File: src/rtl/alarm_responder.sv
// Alarm response FSM: rings the buzzer 1 s on / 1 s off, handles stop, timeout and snooze.
// Snooze support is built only when ALARM_SNOOZE_EN is defined; otherwise snooze outputs stay 0.
module alarm_responder #(
  parameter int SNOOZE_MIN   = 9,
  parameter int RING_TIMEOUT = 60,
  parameter int MAX_SNOOZE   = 3
) (
  input  logic       clk,
  input  logic       rst,
  input  logic       buzz_req,
  input  logic       alarm_on,
  input  logic       snooze_btn,
  input  logic       stop_btn,
  input  logic [6:0] tmin,
  input  logic [6:0] thrs,
  output logic       buzz,
  output logic       ringing,
  output logic       snoozing,
  output logic [1:0] snooze_cnt,
  output logic [6:0] snz_min,
  output logic [6:0] snz_hrs
);

  typedef enum logic [1:0] {IDLE, RING, SNOOZE, DONE} state_e;

  state_e     state_q, state_d;
  logic [6:0] ring_cnt_q, ring_cnt_d;
  logic       buzz_q, buzz_d;
  logic       ringing_q, snoozing_q;
  logic       buzz_req_q;
  logic [1:0] snz_cnt_q, snz_cnt_d;
  logic [6:0] snz_min_q, snz_min_d;
  logic [6:0] snz_hrs_q, snz_hrs_d;
  logic       snz_lock_q, snz_lock_d;

  logic       req_rise;
  logic       snooze_acc;
  logic       wake;
  logic [6:0] min_sum;

  assign req_rise = buzz_req & ~buzz_req_q;
  assign min_sum  = tmin + 7'(SNOOZE_MIN);

`ifdef ALARM_SNOOZE_EN
  // A held button is locked out after one accepted snooze until it is released.
  assign snooze_acc = snooze_btn && !snz_lock_q && (snz_cnt_q < 2'(MAX_SNOOZE));
  assign wake       = (tmin == snz_min_q) && (thrs == snz_hrs_q);
`else
  assign snooze_acc = 1'b0;
  assign wake       = 1'b0;
`endif

  // NOTE: every variable gets a default first so no path through the case infers a latch.
  always_comb begin
    state_d    = state_q;
    ring_cnt_d = ring_cnt_q;
    buzz_d     = 1'b0;
    snz_cnt_d  = snz_cnt_q;
    snz_min_d  = snz_min_q;
    snz_hrs_d  = snz_hrs_q;
    snz_lock_d = snz_lock_q & snooze_btn;
    unique case (state_q)
      IDLE: begin
        if (req_rise) begin
          if (alarm_on) begin
            state_d    = RING;
            ring_cnt_d = '0;
            buzz_d     = 1'b1;
          end else begin
            state_d = DONE;
          end
        end
      end
      RING: begin
        ring_cnt_d = ring_cnt_q + 7'd1;
        if (!alarm_on || stop_btn) begin
          state_d = DONE;
        end else if (snooze_acc) begin
          state_d    = SNOOZE;
          snz_cnt_d  = snz_cnt_q + 2'd1;
          snz_lock_d = 1'b1;
          if (min_sum >= 7'd60) begin
            snz_min_d = min_sum - 7'd60;
            snz_hrs_d = (thrs == 7'd23) ? 7'd0 : thrs + 7'd1;
          end else begin
            snz_min_d = min_sum;
            snz_hrs_d = thrs;
          end
        end else if (ring_cnt_q == 7'(RING_TIMEOUT - 1)) begin
          state_d = DONE;
        end else begin
          buzz_d = ~ring_cnt_d[0];
        end
      end
      SNOOZE: begin
        if (!alarm_on || stop_btn) begin
          state_d = DONE;
        end else if (wake) begin
          state_d    = RING;
          ring_cnt_d = '0;
          buzz_d     = 1'b1;
        end
      end
      DONE: begin
        if (!buzz_req) begin
          state_d   = IDLE;
          snz_cnt_d = '0;
          snz_min_d = '0;
          snz_hrs_d = '0;
        end
      end
      default: state_d = IDLE;
    endcase
  end

  // NOTE: state registers use non-blocking assignments so every flop samples pre-edge values.
  always_ff @(posedge clk or posedge rst) begin
    if (rst) begin
      state_q    <= IDLE;
      ring_cnt_q <= '0;
      buzz_q     <= 1'b0;
      ringing_q  <= 1'b0;
      snoozing_q <= 1'b0;
      buzz_req_q <= 1'b0;
      snz_cnt_q  <= '0;
      snz_min_q  <= '0;
      snz_hrs_q  <= '0;
      snz_lock_q <= 1'b0;
    end else begin
      state_q    <= state_d;
      ring_cnt_q <= ring_cnt_d;
      buzz_q     <= buzz_d;
      ringing_q  <= (state_d == RING);
      snoozing_q <= (state_d == SNOOZE);
      buzz_req_q <= buzz_req;
      snz_cnt_q  <= snz_cnt_d;
      snz_min_q  <= snz_min_d;
      snz_hrs_q  <= snz_hrs_d;
      snz_lock_q <= snz_lock_d;
    end
  end

  assign buzz       = buzz_q;
  assign ringing    = ringing_q;
  assign snoozing   = snoozing_q;
  assign snooze_cnt = snz_cnt_q;
  assign snz_min    = snz_min_q;
  assign snz_hrs    = snz_hrs_q;

endmodule

File: config.mk
export PLATFORM = sky130hd
export DESIGN_NAME = alarm_responder
export DESIGN_NICKNAME = d
export VERILOG_FILES = /design/src/rtl/alarm_responder.sv
export SDC_FILE = /design/constraint.sdc
export NUM_CORES = 1
export LEC_CHECK = 0
export BUFFER_PORTS_ARGS = -buffer_cell sky130_fd_sc_hd__buf_4
export CORE_UTILIZATION = 39
export DETAILED_ROUTE_END_ITERATION = 7
export GPL_TIMING_DRIVEN = 1
export PLACE_DENSITY = 0.73
export SLEW_MARGIN = 10
export SYNTH_ARGS = -nofsm -noshare
export SYNTH_HDL_FRONTEND = slang
export SYNTH_SLANG_ARGS = --single-unit
File: constraint.sdc
create_clock -name clk -period 1.4 [get_ports clk]
set_clock_uncertainty 0.2 [all_clocks]
set_input_delay 0.07 -clock clk [delete_from_list [all_inputs] [get_ports clk]]
set_output_delay 0.07 -clock clk [all_outputs]
set_load 0.02 [all_outputs]
==> metrics.log <==
[metrics] Clock Pin Slew Worst Setup and Hold Paths: roughly 0.080 ns
[metrics] fraction of final layout cells sized beyond drive strength 1: 0.350
[metrics] post-layout power: roughly 1.7 mW
[metrics] clock network latency to the later pin of the worst-skew pair: roughly 0.28 ns
[metrics] fill cell instance count of the final layout: between 150 and 200
[metrics] instance count of the mapped netlist: 77
[metrics] detailed-routing iteration count for the pre-antenna-repair pass: 4
[metrics] sum of buffers and inverters on the critical path: 0
[metrics] Die W: between 40 and 50 um
[metrics] layout-stage area growth over the synthesis result: 24.1%
[metrics] average wire per standard cell: approximately 11 um
[metrics] diode insertion count for antenna repair: 0
[metrics] Post-route DRC: 0
[metrics] worst-path fanout max: 3
[metrics] Clock Sink Count: 13
[metrics] highest achievable clock rate: between 600 and 700 MHz
[metrics] Worst Path Class, Setup: flop to flop
[metrics] Arr. time, crit path: roughly 1.4 ns
[metrics] sequential-to-total area share from yosys stat: 0.430
[metrics] placeable core region: around 1800 um2
[metrics] Critical Path Slowest Stage Cell: sky130_fd_sc_hd__dfrtp_1
[metrics] data required time at the worst endpoint: ~1.4 ns
[metrics] average cell area after synthesis: roughly 10 um2
[metrics] top_reg_cell synth: sky130_fd_sc_hd__dfrtp_1
[metrics] antenna violations before repair: 0
[metrics] highest-count cells in the layout ignoring fill and taps: 16 x sky130_fd_sc_hd__conb_1, 15 x sky130_fd_sc_hd__buf_4, 11 x sky130_fd_sc_hd__dfrtp_1
[metrics] Overflow after GRT: 0
[metrics] top-level port count: 39
[metrics] flops & latches, synth: 13
[metrics] cts bufs inserted: 3
[metrics] setup violation total in the final timing report: 1
[metrics] maximum number of buffers from clock root to sink: 2
[metrics] Total Nets Final: ~120
[metrics] global-route wire length before repair: about 2300 um
[metrics] number of levels in the clock H-tree: 1
[metrics] number of distinct library cells after synthesis: 32
[metrics] failing checks: setup timing
[metrics] proportion of synthesized flip-flops having asynchronous set or reset: 1.00
[metrics] Yosys warning count: 0
[metrics] Clock Tree Root: sky130_fd_sc_hd__clkbuf_4
[metrics] half-perimeter wire length after placement: 965 um
[metrics] max incr delay on CP: 0.38 ns
[metrics] unrepaired setup endpoints after global routing: yes
[metrics] final standard cell utilization of the core: 0.533
[metrics] Max-Cap Viols: 0
[metrics] Top Family by Delay on Critical Path: simple AND/OR/NAND/NOR gates
[metrics] final setup slack of the worst path: -0.0473 ns
[metrics] maximum VDD drop: 1.20 mV
[metrics] period utilisation layout: 1.03
[metrics] critical-path cell list: nand3b_1 > or3_4 > o211ai_1 > o31ai_1
[metrics] detailed-route vias per instance: roughly 4.7
[metrics] global-route usage over all layers: 0.161
[metrics] overall die area: roughly 2100 um2
[metrics] Routed Antenna Nets: 0
[metrics] Die Height: about 46 um
[metrics] startpoint type of the worst setup path: flop
[metrics] most common library cell in the layout ignoring fill and taps: sky130_fd_sc_hd__conb_1
[metrics] leakage dissipation: between 0.4 and 0.5 nW
[metrics] maximum number of pins on one net before global-route repair: 14
[metrics] PwrDens: between 1500 and 2000 nW/um2
[metrics] number of global-route vias before repair: ~550
[metrics] outcome: finished with violations
[metrics] CTS tree: done
[metrics] standard-cell row count: 15
[metrics] number of buffer cells added on primary ports: 7
[metrics] EDFF count, synth: 0
[metrics] post-synthesis instance area: between 700 and 800 um2
[metrics] starting density of the core: 0.429
[metrics] initial DRC count: 11
[metrics] path category of the worst min-delay check: input port to flop
[metrics] Detailed Route WL: about 1300 um
[metrics] CP endpoint kind: flop
[metrics] number of slew-limit violations in the final report: 0
[metrics] final number of hold-violating endpoints: 0
[metrics] placer's final routability congestion estimate: about 0.77
[metrics] final period demand of the worst path: 1.45 ns
[metrics] vias: slightly below 600
where the power goes:
| part | switching (mW) | total [mW] | internal, mW |
|---|---|---|---|
| Sequential | 0.137 | 0.661 | 0.524 |
| Combinational | 0.380 | 0.791 | 0.411 |
| Clock | 0.135 | 0.241 | 0.106 |
worst register-to-register path, cell delays in order (launching register included):
cell and delay [ns]:
sky130_fd_sc_hd__dfrtp_1 0.38, sky130_fd_sc_hd__nand3b_1 0.20, sky130_fd_sc_hd__or3_4 0.36, sky130_fd_sc_hd__o211ai_1 0.10, sky130_fd_sc_hd__o31ai_1 0.09
state kept, by name (all words and copies together), names as in the netlist:
name	cells
ringing	1
snoozing	1
buzz	1
buzz_req_q	1
ring_cnt_q	7
state_q	2
what timing repair did:
| action | in CTS | in global routing |
|---|---|---|
| buffers inserted | 2 | 1 |
| resized for setup | 5 | 6 |
| endpoints found under the setup margin | 7 | 10 |
| pin swaps | 4 | 6 |
| endpoints found under the hold margin | 16 | 1 |
| hold buffers | 3 | 1 |
through the flow:
stage                     setup WS (ns)  setup TNS (ns)  cells  hold WS [ns]  cell area (um2)
after floorplan                  0.0143               0     92        -0.253              813
after global placement          -0.0380         -0.0414    114       -0.0769              822
after detailed placement        -0.0708          -0.129    114       -0.0715              822
after CTS                       -0.0578          -0.102    123        0.0248              905
after global routing             -0.132          -0.417    125        0.0524              940
final                           -0.0473         -0.0473    125        0.0249              940
kinds of logic after synthesis:
group / Yosys count / synth area share
DFF: 13 / 0.430
AOI/OAI and AO/OA: 18 / 0.164
other: 1 / 0.00495
and+or+nand+nor: 23 / 0.195
adders and majority gates: 1 / 0.0165
buffers and inverters: 20 / 0.179
xor gates and xnor gates: 1 / 0.0116
final cells by class:
class	instances	area, um2	share of cell area
Multi-Input combinational cell	59	372	0.395
Tap cell	25	31.3	0.0333
Clock inverter	1	5.00	0.00533
Inverter	4	15.0	0.0160
Sequential cell	13	328	0.349
Timing Repair Buffer	20	166	0.177
Clock buffer	3	22.5	0.0240
synth_stat cells, types with 2 or more instances:
| cell | count | area share |
|---|---|---|
| sky130_fd_sc_hd__a21oi_1 | 3 | 0.020 |
| sky130_fd_sc_hd__a31oi_1 | 2 | 0.017 |
| sky130_fd_sc_hd__buf_4 | 16 | 0.16 |
| sky130_fd_sc_hd__dfrtp_1 | 13 | 0.43 |
| sky130_fd_sc_hd__inv_1 | 4 | 0.020 |
| sky130_fd_sc_hd__nand2_1 | 3 | 0.015 |
| sky130_fd_sc_hd__nand2b_1 | 2 | 0.017 |
| sky130_fd_sc_hd__nand3_1 | 2 | 0.013 |
| sky130_fd_sc_hd__nand4_1 | 2 | 0.017 |
| sky130_fd_sc_hd__nor2_1 | 3 | 0.015 |
| sky130_fd_sc_hd__o21ai_0 | 4 | 0.026 |
| sky130_fd_sc_hd__o21ai_1 | 2 | 0.013 |
| sky130_fd_sc_hd__o31ai_1 | 2 | 0.020 |
path summary, 6_finish.rpt:
path / end / depth (start not counted) / start / slack, ns
max reg2reg: ring_cnt_q[6] / 4 / buzz_req_q / -0.05
min in group asynchronous: ring_cnt_q[2] / 3 / rst / 0.15
min: ring_cnt_q[4] / 4 / alarm_on / 0.02
max in group asynchronous: state_q[0] / 3 / rst / 0.50
min reg2reg: ring_cnt_q[6] / 1 / ring_cnt_q[6] / 0.29
max: ring_cnt_q[6] / 4 / buzz_req_q / -0.05
metal layers:
layer,part of all wire,track usage,wire length [um],vias up
li1,-,-,-,285
met1,0.44,0.195,585,277
met2,0.50,0.256,662,18
met3,0.034,0.0353,46,5
met4,0.031,0.106,41,0
met5,0,0,0,-
No activity file was read; power rests on OpenSTA's default activity.
